`src/rtl/fetch_unit.sv`:
```
// rtl/fetch_unit.sv - RV32E instruction fetch sequencer with credit-limited requests and redirect squash
module fetch_unit #(
    parameter logic [31:0] RESET_PC  = 32'h0000_0000,
    parameter int          BUF_DEPTH = 4
) (
    input  logic        clk,
    input  logic        rst_n,
    input  logic        branch_taken,
    input  logic [31:0] branch_addr,
    output logic        imem_req_valid,
    input  logic        imem_req_ready,
    output logic [31:0] imem_req_addr,
    input  logic        imem_resp_valid,
    input  logic [31:0] imem_resp_data,
    output logic        inst_valid,
    input  logic        inst_ready,
    output logic [31:0] inst_data,
    output logic [31:0] inst_pc,
    output logic        invalid
);
    localparam int AW = $clog2(BUF_DEPTH);
    localparam int CW = AW + 1;
    localparam int SW = CW + 1;

    logic [31:0]   fetch_pc;
    logic [CW-1:0] outstanding;
    logic [CW-1:0] drop_cnt;
    logic [CW-1:0] buf_count;
    logic          invalid_q;

    logic [31:0]   pcq_mem [BUF_DEPTH];
    logic [AW-1:0] pcq_wr;
    logic [AW-1:0] pcq_rd;

    logic [31:0]   ib_pc   [BUF_DEPTH];
    logic [31:0]   ib_data [BUF_DEPTH];
    logic [AW-1:0] ib_wr;
    logic [AW-1:0] ib_rd;

    logic [SW-1:0] credit_used;
    logic          req_fire;
    logic          ib_push;
    logic          ib_pop;

    // Stale in-flight requests still hold credit until their responses drain.
    assign credit_used    = {1'b0, outstanding} + {1'b0, buf_count};
    assign imem_req_valid = rst_n && !branch_taken && (credit_used < SW'(BUF_DEPTH));
    assign imem_req_addr  = fetch_pc;
    assign req_fire       = imem_req_valid && imem_req_ready;

    assign ib_push    = imem_resp_valid && (drop_cnt == '0) && !branch_taken;
    assign inst_valid = (buf_count != '0) && !branch_taken;
    assign ib_pop     = inst_valid && inst_ready;
    assign inst_pc    = ib_pc[ib_rd];
    assign inst_data  = ib_data[ib_rd];
    assign invalid    = invalid_q;

    always_ff @(posedge clk) begin
        if (req_fire) begin
            pcq_mem[pcq_wr] <= fetch_pc;
        end
    end

    always_ff @(posedge clk or negedge rst_n) begin
        if (!rst_n) begin
            fetch_pc    <= RESET_PC;
            outstanding <= '0;
            drop_cnt    <= '0;
            buf_count   <= '0;
            invalid_q   <= 1'b0;
            pcq_wr      <= '0;
            pcq_rd      <= '0;
            ib_wr       <= '0;
            ib_rd       <= '0;
            for (int i = 0; i < BUF_DEPTH; i++) begin
                ib_pc[AW'(i)]   <= '0;
                ib_data[AW'(i)] <= '0;
            end
        end else begin
            invalid_q   <= branch_taken;
            outstanding <= outstanding + CW'(req_fire) - CW'(imem_resp_valid);
            if (req_fire) begin
                pcq_wr <= pcq_wr + AW'(1);
            end
            if (imem_resp_valid) begin
                pcq_rd <= pcq_rd + AW'(1);
            end
            if (branch_taken) begin
                // A response landing in the redirect cycle is already gone, so it is not counted.
                fetch_pc  <= {branch_addr[31:2], 2'b00};
                drop_cnt  <= outstanding - CW'(imem_resp_valid);
                buf_count <= '0;
                ib_wr     <= '0;
                ib_rd     <= '0;
            end else begin
                if (req_fire) begin
                    fetch_pc <= fetch_pc + 32'd4;
                end
                if (imem_resp_valid && (drop_cnt != '0)) begin
                    drop_cnt <= drop_cnt - CW'(1);
                end
                if (ib_push) begin
                    ib_pc[ib_wr]   <= pcq_mem[pcq_rd];
                    ib_data[ib_wr] <= imem_resp_data;
                    ib_wr          <= ib_wr + AW'(1);
                end
                if (ib_pop) begin
                    ib_rd <= ib_rd + AW'(1);
                end
                buf_count <= buf_count + CW'(ib_push) - CW'(ib_pop);
            end
        end
    end
endmodule

```
`config.mk`:
```
export PLATFORM = sky130hd
export DESIGN_NAME = fetch_unit
export DESIGN_NICKNAME = d
export VERILOG_FILES = /design/src/rtl/fetch_unit.sv
export SDC_FILE = /design/constraint.sdc
export NUM_CORES = 1
export LEC_CHECK = 0
export BUFFER_PORTS_ARGS = -buffer_cell sky130_fd_sc_hd__buf_2
export CAP_MARGIN = 20
export CORE_MARGIN = 2
export CORE_UTILIZATION = 53
export DETAILED_ROUTE_END_ITERATION = 6
export PLACE_DENSITY = 0.76
export RECOVER_POWER = 25
export SYNTH_ARGS = -nofsm -noshare
export SYNTH_HDL_FRONTEND = slang
export SYNTH_SLANG_ARGS = --single-unit
```
`constraint.sdc`:
```
create_clock -name clk -period 3.1 [get_ports clk]
set_input_delay 0.465 -clock clk [delete_from_list [all_inputs] [get_ports clk]]
set_output_delay 0.465 -clock clk [all_outputs]
set_load 0.1 [all_outputs]
```
# ---- Yosys cells after proc, flatten, opt, wreduce, memory -nomap -nowiden
# Memory sizes are Yosys's and may differ from the RTL's.
# Cells that the tools add are included.
dict set report word_totals {
  register_bits 306
  latch_bits 0
  ram_bits 128
  rom_bits 0
  input_bits 70
  elab_cells 77
  n_memories 1
}
# name words width rd rd_ports_with_merged_regs write_ports line_no
set memory_table {}
lappend memory_table {pcq_mem 4 32 1 0 1 31} ;# logic [31:0] pcq_mem [BUF_DEPTH];
dict set report op_classes {
  addsub 12
  multipliers 0
  div 0
  n_lt_le_gt_ge 4
  n_eq_ne 0
  n_shift 0
  mux 21
  bitwise_logic 3
  reduce_logical 19
}
# cell n
set ops {}
lappend ops {{bitwise mux 128 bit} 2}
lappend ops {{two-way mux 32 bit} 7}
lappend ops {{binary-select mux 32 bit (select 2 bit)} 2}
lappend ops {{demux 32 bit (select 2 bit)} 1}
lappend ops {{adder 32 x 3 -> 32 bit (second input constant)} 1}
lappend ops {{logical AND 1 bit} 9}
lappend ops {{two-way mux 3 bit} 3}
lappend ops {{subtractor 3 x 1 -> 3 bit} 3}
lappend ops {{adder 2 x 1 -> 2 bit (second input constant)} 4}
lappend ops {{two-way mux 2 bit} 4}
lappend ops {{nonzero test 2 bit} 4}
lappend ops {{adder 3 x 1 -> 3 bit} 2}
lappend ops {{greater-or-equal comparator 3 bit (second input constant)} 2}
lappend ops {{NOT 2 -> 3 bit} 2}
lappend ops {{nonzero test 3 bit} 2}
lappend ops {{adder 3 x 3 -> 4 bit} 1}
lappend ops {{< comparator 4 x 3 -> 1 bit (second input constant)} 1}
lappend ops {{logical NOT 3 bit} 1}
lappend ops {{< comparator 3 x 1 -> 1 bit (second input constant)} 1}
lappend ops {{AND reduction 3 bit} 1}
lappend ops {{subtractor 3 x 1 -> 3 bit (second input constant)} 1}
lappend ops {{two-way mux 1 bit} 2}
lappend ops {{AND reduction 2 bit} 1}
lappend ops {{logical NOT 1 bit} 1}
lappend ops {{NOT 1 bit} 1}

# ---- Longest topological paths before layout
# Gate-level depths: netlist of the first run.
dict set report logic_depth {
  depth_word 6
  depth_mapped 13
  mapped_depth_nobuf 12
}

# ---- Worst setup path before layout of the first run
# OpenSTA, ideal clock, no wires.
dict set report synth_timing {
  kind {register -> register}
  startpoint {register drop_cnt[0]}
  endpoint {register ib_data[0] (netlist bit), enable pin}
  t_arrival_ns 2.498
  required_ns 2.673
  path_slack_ns 0.175
  stages_incl_launch_ff 6
  path_cell_list {dfrtp_1 -> inv_1 -> ha_1 -> nand3b_1 -> nor2_1 -> and3_1}
}
dict set report synth_via {
  elab_chain_cells 4
}
# element line_no
set synth_rtl {}
lappend synth_rtl {{start: declaration} 27} ;# logic [CW-1:0] drop_cnt;
lappend synth_rtl {{start signal: assignment} 91} ;# drop_cnt <= outstanding - CW'(imem_resp_valid);
lappend synth_rtl {{start signal: assignment} 100} ;# drop_cnt <= drop_cnt - CW'(1);
lappend synth_rtl {{logical NOT 3 bit} 51} ;# assign ib_push = imem_resp_valid && (drop_cnt == '0) && !branch_taken;
lappend synth_rtl {{logical AND 1 bit (2 in series)} 51}
lappend synth_rtl {{AND reduction 3 bit (no source line)} --}
lappend synth_rtl {{end signal: indexed assignment} 104} ;# ib_data[ib_wr] <= imem_resp_data;
lappend synth_rtl {{end: declaration} 36} ;# logic [31:0] ib_data [BUF_DEPTH];
# No other way between the ends.
# A chain may end at the register's enable or synchronous reset.

# ---- Worst setup path in the final report of the first run
dict set report layout_timing {
  startpoint {register ib_rd[0]}
  endpoint {output port inst_data[12]}
}
dict set report layout_via {
  elab_chain_cells 4
}
# element line_no
set layout_rtl {}
lappend layout_rtl {{start: declaration} 38} ;# logic [AW-1:0] ib_rd;
lappend layout_rtl {{start signal: assignment} 108} ;# ib_rd <= ib_rd + AW'(1);
lappend layout_rtl {{NOT 2 -> 3 bit (not written as such)} 55} ;# assign inst_data = ib_data[ib_rd];
lappend layout_rtl {{binary-select mux 32 bit (select 2 bit)} 55}
lappend layout_rtl {{two-way mux 32 bit (not written as such) (2 in series)} 55}
lappend layout_rtl {{end: declaration} 17} ;# output logic [31:0] inst_data,
# No other way between the ends. The select of a mux whose other input is x is not followed.

==> metrics, run 1 <==
routing usage on met2 0.335; crit path launch type flop; Post-CTS Setup Repair Bufs 0; FMAX 0.359 GHz; die width 184 um; core box area 31600 um^2; worst path cell trace buf_4 > mux4_2 > buf_2; Synth Instances 942; P per Cell Area 1030 nW/um^2; Clk Latency, worst-skew pair 0.53 ns; FF-to-FF Start drop_cnt[0]; register area share after synthesis 0.681; layout cells sized above 1 0.383; number of setup violations in the final report 0; combinational power share 0.401; Max Slew Vio Count 0; Pleak 7.74 nW; met1 Usage GRT 0.290; status completed; worst hold start branch_addr[5]; M3 GR Usage 0.0333; DR WL/cell 21.4 um; die area 33700 um^2; post-route antenna net violation count 0; maximum vdd ir drop 727 uV; synthesized area 17100 um^2; internal power 11.9 mW; Hold Crit Class in -> reg; TritonCTS clock tree yes; total grt overflow 0; Sw Share 0.419; clock skew 0.0213 ns; max_cap viols 0; vias per cell 5.84; Slowest-stage cell, CP dfrtp_4; Post-CTS Resized 0; first-pass GRT wire length 53.2 mm; Residual DRC 0; router iterations before antenna repair 5; max_slew headroom 0.336; clock group share of total power 0.232; Tcrit/Tclk final 0.900; Synth Register Bits 416; Final WS setup 0.311 ns; P_sw 8.59 mW; GPL Wtd Cong 0.813; H-tree depth 2; Critical Path Source ib_rd[0]; total CTS buffers 42; syn avg cell area 18.1 um^2; via count 9121; via count of the first global-routing pass 9577; final hold vios 0; Global Route Usage Sum 0.204; n_diodes 0; Post-synth EDFFs 244; Core Rows 65; Initial Util 0.540; initial DRC count 494; unrepaired setup endpoints after global routing no; worst-margin pin slew 0.996 ns; Die Y 184 um; # nets final 1219; CTS Sinks 416; WP data required 2.63 ns; setup TNS 0 ns; library cells used by synthesis 49; async set or reset register ratio after synthesis 0.413; pre-CTS WS 0.557 ns; synth warn 0; largest net degree at the start of global routing 129; Detailed Route WL 33.4 mm; initial antenna violation count 0; delay-heaviest family, CP buffers and inverters; num ports 169; Critical Path End Type primary output; CP max stage delay 0.60 ns; Arrival @ worst endpoint 2.32 ns; Setup CP Type reg -> out; clock root buffer clkbuf_16; CTS max path bufs 3; synth-to-layout area growth 16.0%; ys flop type edfxtp_1; Post-CTS Hold Buffers 0; IO buf count 162; min Tclk post-route 2.79 ns; Reg power frac 0.367; Max FO, Critical Path 14; Clk pin slew, worst setup/hold paths 0.06 ns; hpwl dp 20.8 mm; Crit path buffers/inverters 2; Top Usage Layer GRT met2
-- registers in the layout, indices dropped and copies added (netlist names) --
name           flops
pcq_rd             2
imem_req_addr     30
drop_cnt           3
ib_wr              2
outstanding        3
ib_pc            120
ib_data          128
pcq_mem          120
invalid            1
ib_rd              2
pcq_wr             2
buf_count          3
-- final timing paths --
check                                    end  slack (ns)  cells past startpoint
setup / recovery               inst_data[12]        0.31                      3
hold / removal              imem_req_addr[5]        0.14                      3
setup reg to reg                buf_count[2]        0.61                     12
hold reg to reg                 ib_data[125]        0.50                      1
max in group asynchronous          pcq_wr[1]        1.51                      3
min in group asynchronous  imem_req_addr[31]        0.40                      2
-- synthesized netlist by cell type, types with 3 or more instances --
| cell | n | area share |
|---|---|---|
| and3_1 | 7 | 0.0026 |
| nor2_1 | 19 | 0.0042 |
| buf_4 | 4 | 0.0018 |
| nor2b_1 | 5 | 0.0018 |
| o311ai_0 | 5 | 0.0026 |
| xor2_1 | 5 | 0.0026 |
| nor3_1 | 5 | 0.0015 |
| dfrtp_1 | 172 | 0.25 |
| ha_1 | 19 | 0.014 |
| o211ai_1 | 10 | 0.0044 |
| edfxtp_1 | 244 | 0.43 |
| clkbuf_1 | 18 | 0.0040 |
| inv_1 | 21 | 0.0046 |
| nand3b_1 | 3 | 0.0013 |
| nand4_1 | 7 | 0.0026 |
| nand2b_1 | 5 | 0.0018 |
| and2_1 | 6 | 0.0022 |
| o311ai_1 | 3 | 0.0015 |
| nand3_1 | 21 | 0.0062 |
| mux4_2 | 92 | 0.12 |
| xnor2_1 | 7 | 0.0036 |
| nor4_4 | 4 | 0.0050 |
| buf_2 | 25 | 0.0073 |
| mux2i_1 | 5 | 0.0029 |
| buf_1 | 4 | 0.00088 |
| o21ai_0 | 19 | 0.0056 |
| nand2_1 | 40 | 0.0088 |
| mux2_2 | 124 | 0.082 |
| a21oi_1 | 10 | 0.0029 |
| a221o_1 | 6 | 0.0035 |
-- power groups by stage --
stage / clock (mW) / combinational, mW / sequential [mW]
after CTS: 4.85 / 8.32 / 7.52
final: 4.75 / 8.21 / 7.51
after global routing: 5.11 / 8.59 / 7.63
after detailed placement: 0 / 8.30 / 7.62
after floorplan: 0 / 6.62 / 7.75
after global placement: 0 / 8.18 / 7.55
-- final cells by class --
class | instances | area (um^2)
clock buffers | 55 | 1140
inverters | 21 | 78.8
repair buffers | 190 | 1140
fillers | 2256 | 11800
multi-input cells | 457 | 5150
flip-flops and latches | 416 | 11600
well taps | 402 | 503
clock inverters | 22 | 161
-- routing by layer --
metal / share of wire / vias to the layer above
met5: 0 / -
met4: 0.018 / 0
met3: 0.052 / 45
met2: 0.49 / 272
met1: 0.44 / 4736
li1: - / 4068
-- logic make-up (layout without fill, tap and decap cells) --
logic type	count (synthesis)	in the layout	share of synthesized area
mux	221	221	0.206
compound gates	65	65	0.0262
buf+inv	72	288	0.0185
other cells	1	4	0.000220
xor+xnor	12	12	0.00615
flops	416	416	0.681
fa+ha+maj	21	21	0.0163
simple gates	134	134	0.0455
-- layout by cell type (no fill, tap or decap), types with 6 or more instances in the layout --
cell type / synthesis / layout
inv_1: 21 / 21
clkbuf_1: 18 / 44
and2_1: 6 / 6
clkinv_2: 0 / 8
dfrtp_1: 172 / 170
a221o_1: 6 / 6
buf_2: 25 / 128
buf_4: 4 / 15
clkbuf_16: 0 / 43
nand3_1: 21 / 21
edfxtp_1: 244 / 244
mux4_2: 92 / 92
ha_1: 19 / 19
clkinv_1: 0 / 8
xnor2_1: 7 / 7
buf_12: 0 / 13
nor2_1: 19 / 19
a21oi_1: 10 / 10
o21ai_0: 19 / 19
nand2_1: 40 / 38
o211ai_1: 10 / 10
mux2_2: 124 / 124
nand4_1: 7 / 7
-- stage by stage --
| step | hold slack (ns) | total power, mW | std cells | area, um^2 | utilization |
|---|---|---|---|---|---|
| global placement | 0.482 | 15.7 | 1486 | 18600 | 0.587 |
| floorplan | 0.169 | 14.4 | 945 | 17100 | - |
| global route | 0.136 | 21.3 | 1563 | 19800 | 0.626 |
| detailed placement | 0.491 | 15.9 | 1486 | 18600 | 0.587 |
| CTS | 0.117 | 20.7 | 1563 | 19900 | 0.628 |
| finish | 0.139 | 20.5 | 1563 | 19800 | 0.626 |
-- worst reg2reg max path, cell delays in order, from the launching register on --
cell and delay [ns]:
dfrtp_1 0.39, inv_1 0.08, ha_1 0.17, nand3b_1 0.16, nor2_1 0.34, inv_1 0.08, ha_1 0.28, inv_1 0.06
ha_1 0.13, inv_1 0.05, fa_1 0.38, xnor2_1 0.20, nor2_1 0.06
Note: power is estimated with default switching activity, not from simulation.
==> inputs of run 2 (changes only) <==
CORE_UTILIZATION = 55   (was 53)
CTS_BUF_LIST = sky130_fd_sc_hd__clkbuf_4   (was not set)
PLACE_DENSITY = 0.78   (was 0.76)
==> run 2 against run 1 <==
Compared with the run above: die area shrank 3.6%; critical path depth is the same; first-iteration DRC count grew 18%; utilization grew 4.1 points; global-route usage grew 0.96 points; clock power shrank 4.4%; sequential share of layout area shrank 1.7 points; power shrank 0.67%; largest power group unchanged.
==> metrics, run 2 (synthesis gave the netlist of run 1 again) <==
fin area 20400 um^2; Critical Path End Type primary output; Clk pin slew, worst setup/hold paths 0.06 ns; Core Rows 64; initial DRC count 582; Area after DPL 18400 um^2; FF/Latch Area 11600 um^2; number of setup violations in the final report 0; Arrival @ worst endpoint 2.48 ns; Setup CP Type reg -> out; max_cap viols 0; num ports 169; FF-to-FF path depth 6; worst-margin pin slew 1.17 ns; Max FO, Critical Path 34; area of the multi-input gates 5150 um^2; total CTS buffers 103; WP data required 2.63 ns; unrepaired setup endpoints after global routing no; total power 20.3 mW; vias per cell 5.70; Initial Util 0.558; router iterations before antenna repair 6; largest net degree at the start of global routing 133; FMAX 0.340 GHz; Fill cells 2118; Clk Latency, worst-skew pair 0.73 ns; Tcrit/Tclk final 0.949; Core Util, Final 0.667; most common cell after layout, fill and taps aside edfxtp_1; hpwl dp 19.7 mm; Max Slew Vio Count 0; Hold Crit Class in -> reg; via count 9876; Die Y 180 um; max reg flops 128; max_slew headroom 0.223; die width 180 um; Global Route Usage Sum 0.214; GPL Wtd Cong 0.769; clock root buffer clkbuf_4; crit path launch type flop; DR WL/cell 19.5 um; core box area 30600 um^2; r2r setup slk 0.64 ns; CTS max path bufs 3; Pleak 8.13 nW; TritonCTS clock tree yes; synth-to-layout area growth 19.5%; Reg with most FFs ib_data; biggest regs ib_data: 128 flops, ib_pc: 120 flops, pcq_mem: 120 flops; total grt overflow 0; # nets final 1336; clock skew 0.0457 ns; via count of the first global-routing pass 10465; commonest non-fill, non-tap cells in the layout edfxtp_1 (244), dfrtp_1 (170), clkbuf_4 (156), buf_2 (125), mux2_2 (124); setup TNS 0 ns; CTS Sinks 416; worst hold margin 0.0642 ns; post-route antenna net violation count 0; IO buf count 162; status completed; Residual DRC 0; worst hold stages 3; P per Cell Area 996 nW/um^2; layout cells sized above 1 0.409; initial antenna violation count 1; Detailed Route WL 33.8 mm; H-tree depth 3; first-pass GRT wire length 54.7 mm; maximum vdd ir drop 571 uV; die area 32500 um^2; min Tclk post-route 2.94 ns; final hold vios 0
==> run 2: cell count changes in the layout (fill, tap and decap cells not counted), moves of 2 or more <==
cell	delta
clkbuf_4	+156
dlygate4sd3_1	+63
clkbuf_16	-43
clkinv_1	+22
clkbuf_1	-12
buf_12	-6
buf_2	-3
clkinv_2	-3
clkbuf_8	-2
inv_6	+2
==> run 2: layout make-up <==
class / count / area share
Tap cell: 396 / 0.0243
Clock inverter: 42 / 0.0106
Multi-Input combinational cell: 457 / 0.252
Antenna cell: 1 / 0.000123
Timing Repair Buffer: 246 / 0.0823
Sequential cell: 416 / 0.570
Clock buffer: 154 / 0.0566
Inverter: 21 / 0.00386
==> run 2: power breakdown <==
group          switching, mW  internal (mW)
Clock                   2.16           2.39
Sequential             0.597           6.88
Combinational           6.00           2.31
Total                   8.75           11.6
==> run 2: metrics by stage <==
step | setup WS (ns) | instances
5_1_grt | 0.00235 | 1733
4_1_cts | 0.0501 | 1732
3_3_place_gp | 0.624 | 1473
6_report | 0.158 | 1733
3_5_place_dp | 0.596 | 1473
2_1_floorplan | 0.175 | 945
==> run 2: timing repair <==
item                                   CTS  global route
setup endpoints to repair                0            12
buffers inserted                         0             0
endpoints found under the hold margin  192             0
resized for setup                        0             5
hold buffers                            63             0
==> run 2: worst paths after layout <==
kind / startpoint / to
worst min-delay path: branch_taken / ib_rd[0]
min in group asynchronous: rst_n / outstanding[1]
worst max-delay path: ib_rd[0] / inst_pc[7]
max in group asynchronous: rst_n / ib_pc[124]
worst min register to register: ib_data[82] / ib_data[82]
worst max register to register: outstanding[1] / pcq_mem[2][26]
==> run 2: metal layers <==
layer,global-route usage,part of all wire
met1,0.285,0.42
met2,0.351,0.50
met3,0.0437,0.056
met4,0.0813,0.025
met5,0,0
==> run 2: critical path, stage by stage (launching register included) <==
cell and delay [ns]:
dfrtp_4 0.55, buf_16 0.29, mux4_2 0.55, buf_2 0.31
